--- src/rtl/float_div_seq.sv ---
// float_div_seq: bit-serial restoring divider for the {sign, exp, man} float
// format. Operands are aligned to fixed point (man << exp) and divided as
// unsigned magnitudes; quotient and remainder come out as integers.
// Optional build macro: FLOAT_DIV_ROUND_EN adds a rounding step after the
// divide (round half up, saturating); when undefined the quotient truncates.
//
// state  | meaning
// -------+--------------------------------------------------------------
// IDLE   | waiting for start; operands captured on accepted start
// ALIGN  | align operands, seed divider, detect zero divisor
// DIVIDE | one restoring step per cycle, FX_W cycles
// ROUND  | (FLOAT_DIV_ROUND_EN only) round quotient from remainder
// DONE   | results valid, done pulses for one cycle

module float_div_seq #(
    parameter  int EXP_W = 3,
    parameter  int MAN_W = 4,
    localparam int W     = 1 + EXP_W + MAN_W,
    localparam int FX_W  = MAN_W + (1 << EXP_W) - 1
) (
    input  logic            clock,
    input  logic            reset,
    input  logic            start,
    input  logic [W-1:0]    num,
    input  logic [W-1:0]    den,
    output logic            busy,
    output logic            done,
    output logic [FX_W-1:0] quotient,
    output logic [FX_W-1:0] remainder,
    output logic            q_sign,
    output logic            div_zero
);

    localparam int CNT_W = $clog2(FX_W);

    typedef enum logic [2:0] {
        S_IDLE   = 3'd0,
        S_ALIGN  = 3'd1,
        S_DIVIDE = 3'd2,
`ifdef FLOAT_DIV_ROUND_EN
        S_ROUND  = 3'd3,
`endif
        S_DONE   = 3'd4
    } state_t;

    state_t state, next_state;

    logic [W-1:0]     num_r, den_r;
    logic [FX_W-1:0]  fd_r;
    logic [FX_W-1:0]  rem_r;
    logic [FX_W-1:0]  q_r;
    logic [CNT_W-1:0] count_r;
    logic             sign_r;

    logic [FX_W-1:0]  fn_a, fd_a;
    logic [FX_W:0]    shifted;
    logic             trial_ge;
    logic [FX_W-1:0]  rem_step, q_step;
`ifdef FLOAT_DIV_ROUND_EN
    logic             round_up;
    logic [FX_W-1:0]  q_round;
`endif

    // Align captured operands to the shared fixed-point scale
    always_comb begin
        fn_a = FX_W'(num_r[MAN_W-1:0]) << num_r[W-2:MAN_W];
        fd_a = FX_W'(den_r[MAN_W-1:0]) << den_r[W-2:MAN_W];
    end

    // One restoring step: shift {rem,q} left, keep the trial subtraction if it fits
    always_comb begin
        shifted  = {rem_r, q_r[FX_W-1]};
        trial_ge = (shifted >= {1'b0, fd_r});
        rem_step = trial_ge ? FX_W'(shifted - {1'b0, fd_r}) : FX_W'(shifted);
        q_step   = {q_r[FX_W-2:0], trial_ge};
    end

`ifdef FLOAT_DIV_ROUND_EN
    // Round half up on the final remainder, saturating at all ones
    always_comb begin
        round_up = ({rem_r, 1'b0} >= {1'b0, fd_r});
        q_round  = (round_up && (q_r != '1)) ? q_r + FX_W'(1) : q_r;
    end
`endif

    // State register
    always_ff @(posedge clock) begin
        if (reset) state <= S_IDLE;
        else       state <= next_state;
    end

    // Next-state logic
    always_comb begin
        next_state = state;
        case (state)
            S_IDLE:   if (start) next_state = S_ALIGN;
            S_ALIGN:  next_state = (fd_a == '0) ? S_DONE : S_DIVIDE;
            S_DIVIDE: begin
                if (count_r == '0) begin
`ifdef FLOAT_DIV_ROUND_EN
                    next_state = S_ROUND;
`else
                    next_state = S_DONE;
`endif
                end
            end
`ifdef FLOAT_DIV_ROUND_EN
            S_ROUND:  next_state = S_DONE;
`endif
            S_DONE:   next_state = S_IDLE;
            default:  next_state = S_IDLE;
        endcase
    end

    // Handshake outputs decoded from state
    always_comb begin
        busy = 1'b0;
        done = 1'b0;
        case (state)
            S_ALIGN, S_DIVIDE: busy = 1'b1;
`ifdef FLOAT_DIV_ROUND_EN
            S_ROUND:           busy = 1'b1;
`endif
            S_DONE:            done = 1'b1;
            default: ;
        endcase
    end

    // Datapath: operand capture, divider registers and result registers
    always_ff @(posedge clock) begin
        if (reset) begin
            num_r     <= '0;
            den_r     <= '0;
            fd_r      <= '0;
            rem_r     <= '0;
            q_r       <= '0;
            count_r   <= '0;
            sign_r    <= 1'b0;
            quotient  <= '0;
            remainder <= '0;
            q_sign    <= 1'b0;
            div_zero  <= 1'b0;
        end else begin
            case (state)
                S_IDLE: begin
                    if (start) begin
                        num_r <= num;
                        den_r <= den;
                    end
                end
                S_ALIGN: begin
                    rem_r   <= '0;
                    q_r     <= fn_a;
                    fd_r    <= fd_a;
                    count_r <= CNT_W'(FX_W - 1);
                    sign_r  <= num_r[W-1] ^ den_r[W-1];
                    if (fd_a == '0) begin
                        quotient  <= '1;
                        remainder <= fn_a;
                        q_sign    <= num_r[W-1] ^ den_r[W-1];
                        div_zero  <= 1'b1;
                    end
                end
                S_DIVIDE: begin
                    rem_r   <= rem_step;
                    q_r     <= q_step;
                    count_r <= count_r - CNT_W'(1);
`ifndef FLOAT_DIV_ROUND_EN
                    if (count_r == '0) begin
                        quotient  <= q_step;
                        remainder <= rem_step;
                        q_sign    <= sign_r;
                        div_zero  <= 1'b0;
                    end
`endif
                end
`ifdef FLOAT_DIV_ROUND_EN
                S_ROUND: begin
                    quotient  <= q_round;
                    remainder <= rem_r;
                    q_sign    <= sign_r;
                    div_zero  <= 1'b0;
                end
`endif
                default: ;
            endcase
        end
    end

endmodule

--- config.mk ---
export PLATFORM = sky130hd
export DESIGN_NAME = float_div_seq
export DESIGN_NICKNAME = d
export VERILOG_FILES = /design/src/rtl/float_div_seq.sv
export SDC_FILE = /design/constraint.sdc
export NUM_CORES = 1
export LEC_CHECK = 0
export CORE_UTILIZATION = 43
export DETAILED_ROUTE_END_ITERATION = 16
export GPL_ROUTABILITY_DRIVEN = 1
export PLACE_DENSITY = 0.66
export SYNTH_ARGS = -nofsm -noshare
export SYNTH_HDL_FRONTEND = slang
export SYNTH_SLANG_ARGS = --single-unit
--- constraint.sdc ---
create_clock -name clock -period 2.7 [get_ports clock]
set_input_delay 0.54 -clock clock [delete_from_list [all_inputs] [get_ports clock]]
set_output_delay 0.54 -clock clock [all_outputs]
set_load 0.01 [all_outputs]
After elaboration in Yosys (flattened, before gate mapping). Cells that the tools add are included.

Register bits after elaboration: 81. Bits in latches: 0. Bits in writable memories: 0. ROM bits: 0. Input bits: 19. Output and inout bits: 26. Logic and storage cells: 54. Memories kept: 0.

Add/subtract/negate cells: 2. Multipliers: 0. Div/mod/pow operators: 0. $lt $le $gt $ge: 1. Equal/unequal tests: 6. Shift operators: 2. Multiplexer cells: 22. Bitwise gates (word level): 1. Reduce and logical (&&, ||, !) cells: 8.

Operators with widths (count): one-hot mux 11 bit (2 select lines) (4); 2-to-1 mux 11 bit (5); << shifter 4 x 3 -> 11 bit (2); greater-or-equal comparator 12 x 11 -> 1 bit (1); logical NOT 11 bit (1); subtractor 11 bit (1); 2-to-1 mux 3 bit (3); one-hot mux 3 bit (3 select lines) (1); one-hot mux 4 bit (2 select lines) (1); 2-to-1 mux 1 bit (6); inequality test 2 bit (second input constant) (3); logical NOT 4 bit (1); one-hot mux 1 bit (2 select lines) (2); AND reduction 2 bit (2); subtractor 4 x 1 -> 4 bit (second input constant) (1); == test 3 x 1 -> 1 bit (second input constant) (1); == test 3 x 2 -> 1 bit (second input constant) (1); == test 3 bit (second input constant) (1); logical NOT 3 bit (1); AND reduction 3 bit (1); nonzero test 2 bit (1); OR reduction 2 bit (1); bitwise XOR 1 bit (1).

Depth between registers and ports, before layout. Gate-level depths: netlist (run 1).

Depth in word-level cells: 4. Gate-level depth with buffers: 9. Gate-level depth less buffers: 9.

Worst setup path before layout (run 1). No wires, ideal clock.

Path kind: register to register. From: register q_r[10]. To: register rem_r[10]. Library setup time: 0.137 ns. Arrival time: 2.210 ns. Data required time: 2.563 ns. Slack: 0.353 ns. Stages on the path, launching flop included: 10. Buffers on the path: 0. Clock period less this slack: 2.347 ns. Path through: dfxtp_1 inv_1 ha_1 fa_1 nand2b_1 a211oi_1 nor4b_1 or3b_2 mux2i_1 o31ai_1.

Longest elaborated chain between the ends: 3. Elaborated cells between the ends (all ways): 4. Those cells by class: add/sub: 1; order compare: 1; mux: 2.

Ends and longest elaborated chain: start: declaration (line 51) `logic [FX_W-1:0] q_r;`; start signal: assignment (line 153) `q_r <= fn_a;`; start signal: assignment (line 166) `q_r <= q_step;`; subtractor 11 bit or greater-or-equal comparator 12 x 11 -> 1 bit (tied branches) (line 74, 73); 2-to-1 mux 11 bit (*) (line 74) `rem_step = trial_ge ? FX_W'(shifted - {1'b0, fd_r}) : FX_W'(shifted);`; one-hot mux 11 bit (2 select lines) (*) (line 144) `case (state)`; end signal: assignment (line 165) `rem_r <= rem_step;`; end: declaration (line 50) `logic [FX_W-1:0] rem_r;`.

Mark *: on every way between the ends. The rest lies on a longest branch, timed or not. A chain may end at the register's enable or synchronous reset.

Final worst setup path (run 1).
From: register q_r[10]. To: register remainder[2].

Longest elaborated chain between the ends: 4. Elaborated cells between the ends (all ways): 5. Those cells by class: add/sub: 1; order compare: 1; mux: 3.

Ends and longest elaborated chain: subtractor 11 bit or greater-or-equal comparator 12 x 11 -> 1 bit (tied branches) (line 74, 73); 2-to-1 mux 11 bit (*) (line 74); 2-to-1 mux 11 bit (*) (line 169) `if (count_r == '0) begin`; one-hot mux 11 bit (2 select lines) (*) (line 144); end signal: assignment (line 159) `remainder <= fn_a;`; end signal: assignment (line 171) `remainder <= rem_step;`; end: declaration (line 29) `output logic [FX_W-1:0] remainder,`.

Mark *: on every way between the ends. The rest lies on a longest branch, timed or not. The select of a mux whose other input is x is not followed.

==> results of run 1 <==
[cells in the mapped netlist, types with 9 or more instances]
cell type	number	share of area
ha_1	13	0.038
a311oi_2	9	0.032
nor3_1	16	0.019
o21ai_0	19	0.022
inv_1	21	0.018
nor2_1	72	0.063
nand2_1	83	0.073
nand3_1	9	0.011
dfxtp_1	81	0.38
a211oi_1	24	0.042
clkbuf_1	26	0.023
a21oi_1	40	0.047
[worst max-delay path, delay by kind of cell, from the launching register on]
kind	cells	cell delay, ns
AOI/OAI and AO/OA	5	1.25
adders and majority gates	2	0.61
DFF	1	0.36
and+or+nand+nor	1	0.20
buffers and inverters	1	0.05
[metrics by stage]
step                cells   util
finish                704  0.534
floorplan             535      -
detailed placement    688  0.514
global placement      688  0.514
global route          704  0.534
CTS                   704  0.533
[routing by layer]
layer,global-route usage,vias up
met1,0.304,1841
met2,0.337,120
met4,0.0892,0
li1,-,2002
met3,0.0462,26
met5,0,-
[power breakdown]
| part | internal (uW) | total, uW | leakage [uW] | switching, uW |
|---|---|---|---|---|
| Sequential | 1270 | 1340 | 0.000660 | 69.7 |
| Clock | 366 | 830 | 0.0000903 | 464 |
| Combinational | 280 | 630 | 0.00104 | 350 |
| Total | 1920 | 2800 | 0.00179 | 884 |
[cell families (layout without fill, tap and decap cells)]
family / after synthesis / count (layout) / synth area share
and+or+nand+nor: 222 / 222 / 0.233
AOI/OAI and AO/OA: 151 / 151 / 0.260
DFF: 81 / 81 / 0.380
buffers and inverters: 54 / 94 / 0.0534
adders and majority gates: 14 / 14 / 0.0429
muxes: 10 / 10 / 0.0244
xor gates and xnor gates: 3 / 3 / 0.00616
[how the worst max path moves through the flow]
stage,cells past startpoint,end,from
after floorplan,9,rem_r[10],q_r[10]
after global placement,9,remainder[9],q_r[10]
after detailed placement,9,remainder[9],q_r[10]
after CTS,5,busy,state[0]
after global routing,9,remainder[2],q_r[10]
final,9,remainder[2],q_r[10]
[cell type report]
type / instances / area (um^2) / share of cell area
Clock inverter: 5 / 38.8 / 0.00771
Clock buffer: 11 / 141 / 0.0281
Tap cell: 129 / 161 / 0.0321
Multi-Input combinational cell: 400 / 2430 / 0.483
Timing Repair Buffer: 57 / 558 / 0.111
Inverter: 21 / 78.8 / 0.0157
Sequential cell: 81 / 1620 / 0.322
[registers in the layout, summed over array words and instances, names as in the netlist]
name / flops
sign_r: 1
state: 3
fd_r: 11
num_r: 8
remainder: 11
q_r: 11
quotient: 11
den_r: 8
rem_r: 11
div_zero: 1
q_sign: 1
count_r: 4
==> summary.md, run 1 <==
| Metric | Value |
|---|---|
| Layout Area Growth over Synthesis | `18.1%` |
| Fmax | `0.395 GHz` |
| Gr usage total | `0.221` |
| Worst Hold Path EP | `fd_r[6]` |
| Detail Route met3 WL | `569 um` |
| Final Cycle Share | `0.937` |
| Max VDD drop | `0.299 mV` |
| Pleak | `0.00179 uW` |
| Vias in the first global route | `3627` |
| Placer Congestion | `0.896` |
| Largest net degree at the start of global routing | `57` |
| DR vias | `3989` |
| Nets@finish | `603` |
| Post-Syn Nets | `568` |
| Dpl ws | `0.107 ns` |
| Mapped Avg Cell Area | `7.97 um^2` |
| Commonest non-fill, non-tap cell in the layout | `nand2_1` |
| Crit path DAT | `2.81 ns` |
| CP max FO | `5` |
| Post_cts resized | `0` |
| Distinct cells, synth | `59` |
| Cells after synthesis | `535` |
| Post-synth EDFFs | `0` |
| Clk sink count | `81` |
| Final Hold Fails | `0` |
| Clk pin slew, worst setup/hold paths | `0.08 ns` |
| Clock latency on the worst-skew pair | `0.36 ns` |
| Initial Util | `0.453` |
| Status | `finished clean` |
| Layout filler cell count | `888` |
| DR top layer | `met4` |
| CP required | `2.98 ns` |
| Yosys warnings | `0` |
| Input/output buffers | `44` |
| Worst flop-to-flop path endpoint | `remainder[2]` |
| I/O Pins | `45` |
| Clock Skew | `0.0135 ns` |
| Met1 wire length | `5.20 mm` |
| First-pass GRT wire length | `17.8 mm` |
| CP Launch Type | `flop` |
| 1st-iter DRT viols | `298` |
| Reg2Reg Setup Slack | `0.17 ns` |
| Wire per inst | `15.4 um` |
| Worst Hold Path Cells | `2` |
| Core Area | `9420 um^2` |
| Hold-fix buffers, CTS | `0` |
| TritonRoute pass-1 iters | `5` |
| Min-Delay Path Class | `flop to flop` |
| Crit path largest cell delay | `0.41 ns` |
| Setup bufs post-CTS | `0` |
| Root Driver | `clkbuf_8` |
| Sum Neg Setup Slack | `0 ns` |
| Hold wc startpoint | `fd_r[6]` |
| Commonest cells after routing, fill and taps aside | `83 x nand2_1, 80 x dfxtp_1, 72 x nor2_1` |
| Pins Over Slew Limit | `0` |
| Max Root-Sink Buffers | `2` |
| CTS buffer count | `9` |
| Design area | `5030 um^2` |
| FF-to-FF path depth | `9` |
| Row Count | `35` |
| Main flop type after synthesis | `dfxtp_1` |
| CP Class | `flop to flop` |
| Setup violators final | `0` |
| Die area | `10300 um^2` |
| Met2 routed WL | `4.76 mm` |
| Pwr per Cell Area | `557 nW/um^2` |
| Power, Total | `2800 uW` |
| Ant. Diodes | `0` |
| Synth async-reset ratio | `0` |
| Die H | `102 um` |
| Initial antenna violation count | `0` |
| TritonCTS clock tree | `yes` |
| Final WL | `10.9 mm` |
| Critical path's slowest cell | `fa_1` |
| Final setup margin | `0.170 ns` |
| Area after DPL | `4840 um^2` |
| Hold slack | `0.457 ns` |
| H-Tree Depth | `3` |
| Max-slew headroom | `0.497` |
| Hpwl dp | `7.63 mm` |
| Global route total overflow | `0` |
| Post-DR vias/cell | `5.67` |
| Layout cells sized above 1 | `0.0974` |
| Synth Cell Area | `4260 um^2` |
| RSZ-0062 raised after global routing | `no` |
| Die Wd | `102 um` |
| Max cap viols | `0` |
| Antenna viol nets, final | `0` |
| Min cycle time layout | `2.53 ns` |
| Reg2reg start | `q_r[10]` |
| Seq/Total Area, Yosys | `0.380` |
| Setup crit end kind | `flop` |
| Cell Chain, Critical Path | `inv_1 -> ha_1 -> fa_1 -> nand2b_1 -> a21oi_1 -> o21ai_1 -> a311oi_1 -> a31oi_1 -> a311oi_2` |
| Worst-margin pin slew | `0.747 ns` |
| #FFs+latches synth | `81` |
| DRC Markers | `0` |
(Power assumes the default switching activity.)
==> run 2, diff against run 1 <==
- CTS_CLUSTER_DIAMETER: not set -> 30
- MAX_ROUTING_LAYER: not set -> met4
==> run 2 against run 1 <==
Net effect:
- cell count is the same
- register-to-register slack about the same
- wire length about the same
- setup slack got worse by 0.010 ns
- sequential share of layout area is the same
- maximum frequency decreased by 0.40%
- via count hardly changed
- global-route usage rose by 0.69 points
- core utilization did not move
- critical endpoint unchanged
- largest power group unchanged
==> summary.md, run 2 (same netlist as run 1, synthesis figures left out) <==
| Metric | Value |
|---|---|
| CP Launch Type | `flop` |
| Clk pin slew, worst setup/hold paths | `0.08 ns` |
| Input/output buffers | `44` |
| Status | `finished clean` |
| TritonRoute pass-1 iters | `5` |
| First-pass GRT wire length | `17.8 mm` |
| Placer Congestion | `0.911` |
| Layout Area Growth over Synthesis | `18.1%` |
| CP max FO | `5` |
| Nets@finish | `603` |
| Ant. Diodes | `0` |
| TritonCTS clock tree | `yes` |
| DR vias | `3987` |
| Wire per inst | `15.4 um` |
| Clock latency on the worst-skew pair | `0.36 ns` |
| Max cap viols | `0` |
| Largest net degree at the start of global routing | `57` |
| Global route total overflow | `0` |
| Clk sink count | `81` |
| Layout filler cell count | `888` |
| Reg2Reg Setup Slack | `0.16 ns` |
| Commonest non-fill, non-tap cell in the layout | `nand2_1` |
| Initial Util | `0.453` |
| Crit path DAT | `2.82 ns` |
| Layout cells sized above 1 | `0.0974` |
| Hold-fix buffers, CTS | `0` |
| CP Class | `flop to flop` |
| Die H | `102 um` |
| Worst Hold Path Cells | `2` |
| Pwr per Cell Area | `557 nW/um^2` |
| Min cycle time layout | `2.54 ns` |
| Final Cycle Share | `0.941` |
| Min-Delay Path Class | `flop to flop` |
| 1st-iter DRT viols | `275` |
| Row Count | `35` |
| Worst flop-to-flop path endpoint | `remainder[2]` |
| I/O Pins | `45` |
| Core Area | `9420 um^2` |
| DRC Markers | `0` |
| Worst-margin pin slew | `0.760 ns` |
| Commonest cells after routing, fill and taps aside | `83 x nand2_1, 80 x dfxtp_1, 72 x nor2_1` |
| CTS buffer count | `9` |
| RSZ-0062 raised after global routing | `no` |
| Hold wc startpoint | `fd_r[6]` |
| Setup violators final | `0` |
| Max-slew headroom | `0.488` |
| CP required | `2.98 ns` |
| Pins Over Slew Limit | `0` |
| Antenna viol nets, final | `0` |
| Hpwl dp | `7.63 mm` |
| Setup crit end kind | `flop` |
| Pleak | `0.00179 uW` |
| FF-to-FF path depth | `9` |
| Final Hold Fails | `0` |
| Fmax | `0.394 GHz` |
| Post-DR vias/cell | `5.66` |
| Root Driver | `clkbuf_8` |
| Vias in the first global route | `3626` |
| Initial antenna violation count | `0` |
| Gr usage total | `0.228` |
| Die Wd | `102 um` |
| Max VDD drop | `0.299 mV` |
| Hold slack | `0.452 ns` |
| H-Tree Depth | `3` |
| Worst Hold Path EP | `fd_r[6]` |
| Reg2reg start | `q_r[10]` |
| Clock Skew | `0.0143 ns` |
| Max Root-Sink Buffers | `2` |
| Die area | `10300 um^2` |
| Final WL | `10.9 mm` |
| Sum Neg Setup Slack | `0 ns` |
==> run 2: cell counts in the layout (fill, tap and decap cells not counted) <==
Identical to the previous run, type by type.
==> run 2: worst max-delay path by stage <==
stage,startpoint,endpoint,slack [ns]
final,q_r[10],remainder[2],0.16
after global routing,q_r[10],remainder[2],0.009
after CTS,state[0],busy,0.04
after detailed placement,q_r[10],remainder[9],0.11
after global placement,q_r[10],remainder[9],0.17
after floorplan,q_r[10],rem_r[10],0.35
==> run 2: through the flow <==
| step | worst slack (ns) | area [um^2] | util | std cells | power [uW] |
|---|---|---|---|---|---|
| 2_1_floorplan | 0.353 | 4260 | - | 535 | 1760 |
| 3_3_place_gp | 0.173 | 4840 | 0.514 | 688 | 1980 |
| 3_5_place_dp | 0.107 | 4840 | 0.514 | 688 | 1990 |
| 4_1_cts | 0.0382 | 5020 | 0.533 | 704 | 2810 |
| 5_1_grt | 0.00942 | 5030 | 0.534 | 704 | 2950 |
| 6_report | 0.160 | 5030 | 0.534 | 704 | 2800 |
==> run 2: layout make-up <==
| cell class | count | area (um^2) | share of cell area |
|---|---|---|---|
| Clock buffer | 11 | 141 | 0.0281 |
| Timing Repair Buffer | 57 | 558 | 0.111 |
| Sequential cell | 81 | 1620 | 0.322 |
| Inverter | 21 | 78.8 | 0.0157 |
| Clock inverter | 5 | 38.8 | 0.00771 |
| Multi-Input combinational cell | 400 | 2430 | 0.483 |
| Tap cell | 129 | 161 | 0.0321 |
==> run 2: critical path: stages, from the launching register on <==
cell and delay (ns):
dfxtp_1 0.36, inv_1 0.05, ha_1 0.20, fa_1 0.41, nand2b_1 0.20, a21oi_1 0.26, o21ai_1 0.22, a311oi_1 0.40
a31oi_1 0.12, a311oi_2 0.26
==> run 2: repair_timing <==
action / CTS / global route
gates resized for setup: 0 / 6
setup buffers: 0 / 0
endpoints found under the setup margin: 0 / 15
==> run 2: metal layers <==
layer,GRT usage,part of all wire
met1,0.304,0.47
met5,-,0
met4,0.0892,0.025
met3,0.0462,0.055
met2,0.337,0.45
==> run 2: where the power goes <==
group	switching [uW]	leakage [uW]	internal [uW]	total (uW)
clock	463	0.0000903	366	829
combinational	350	0.00104	280	630
sequential	69.5	0.000660	1270	1340
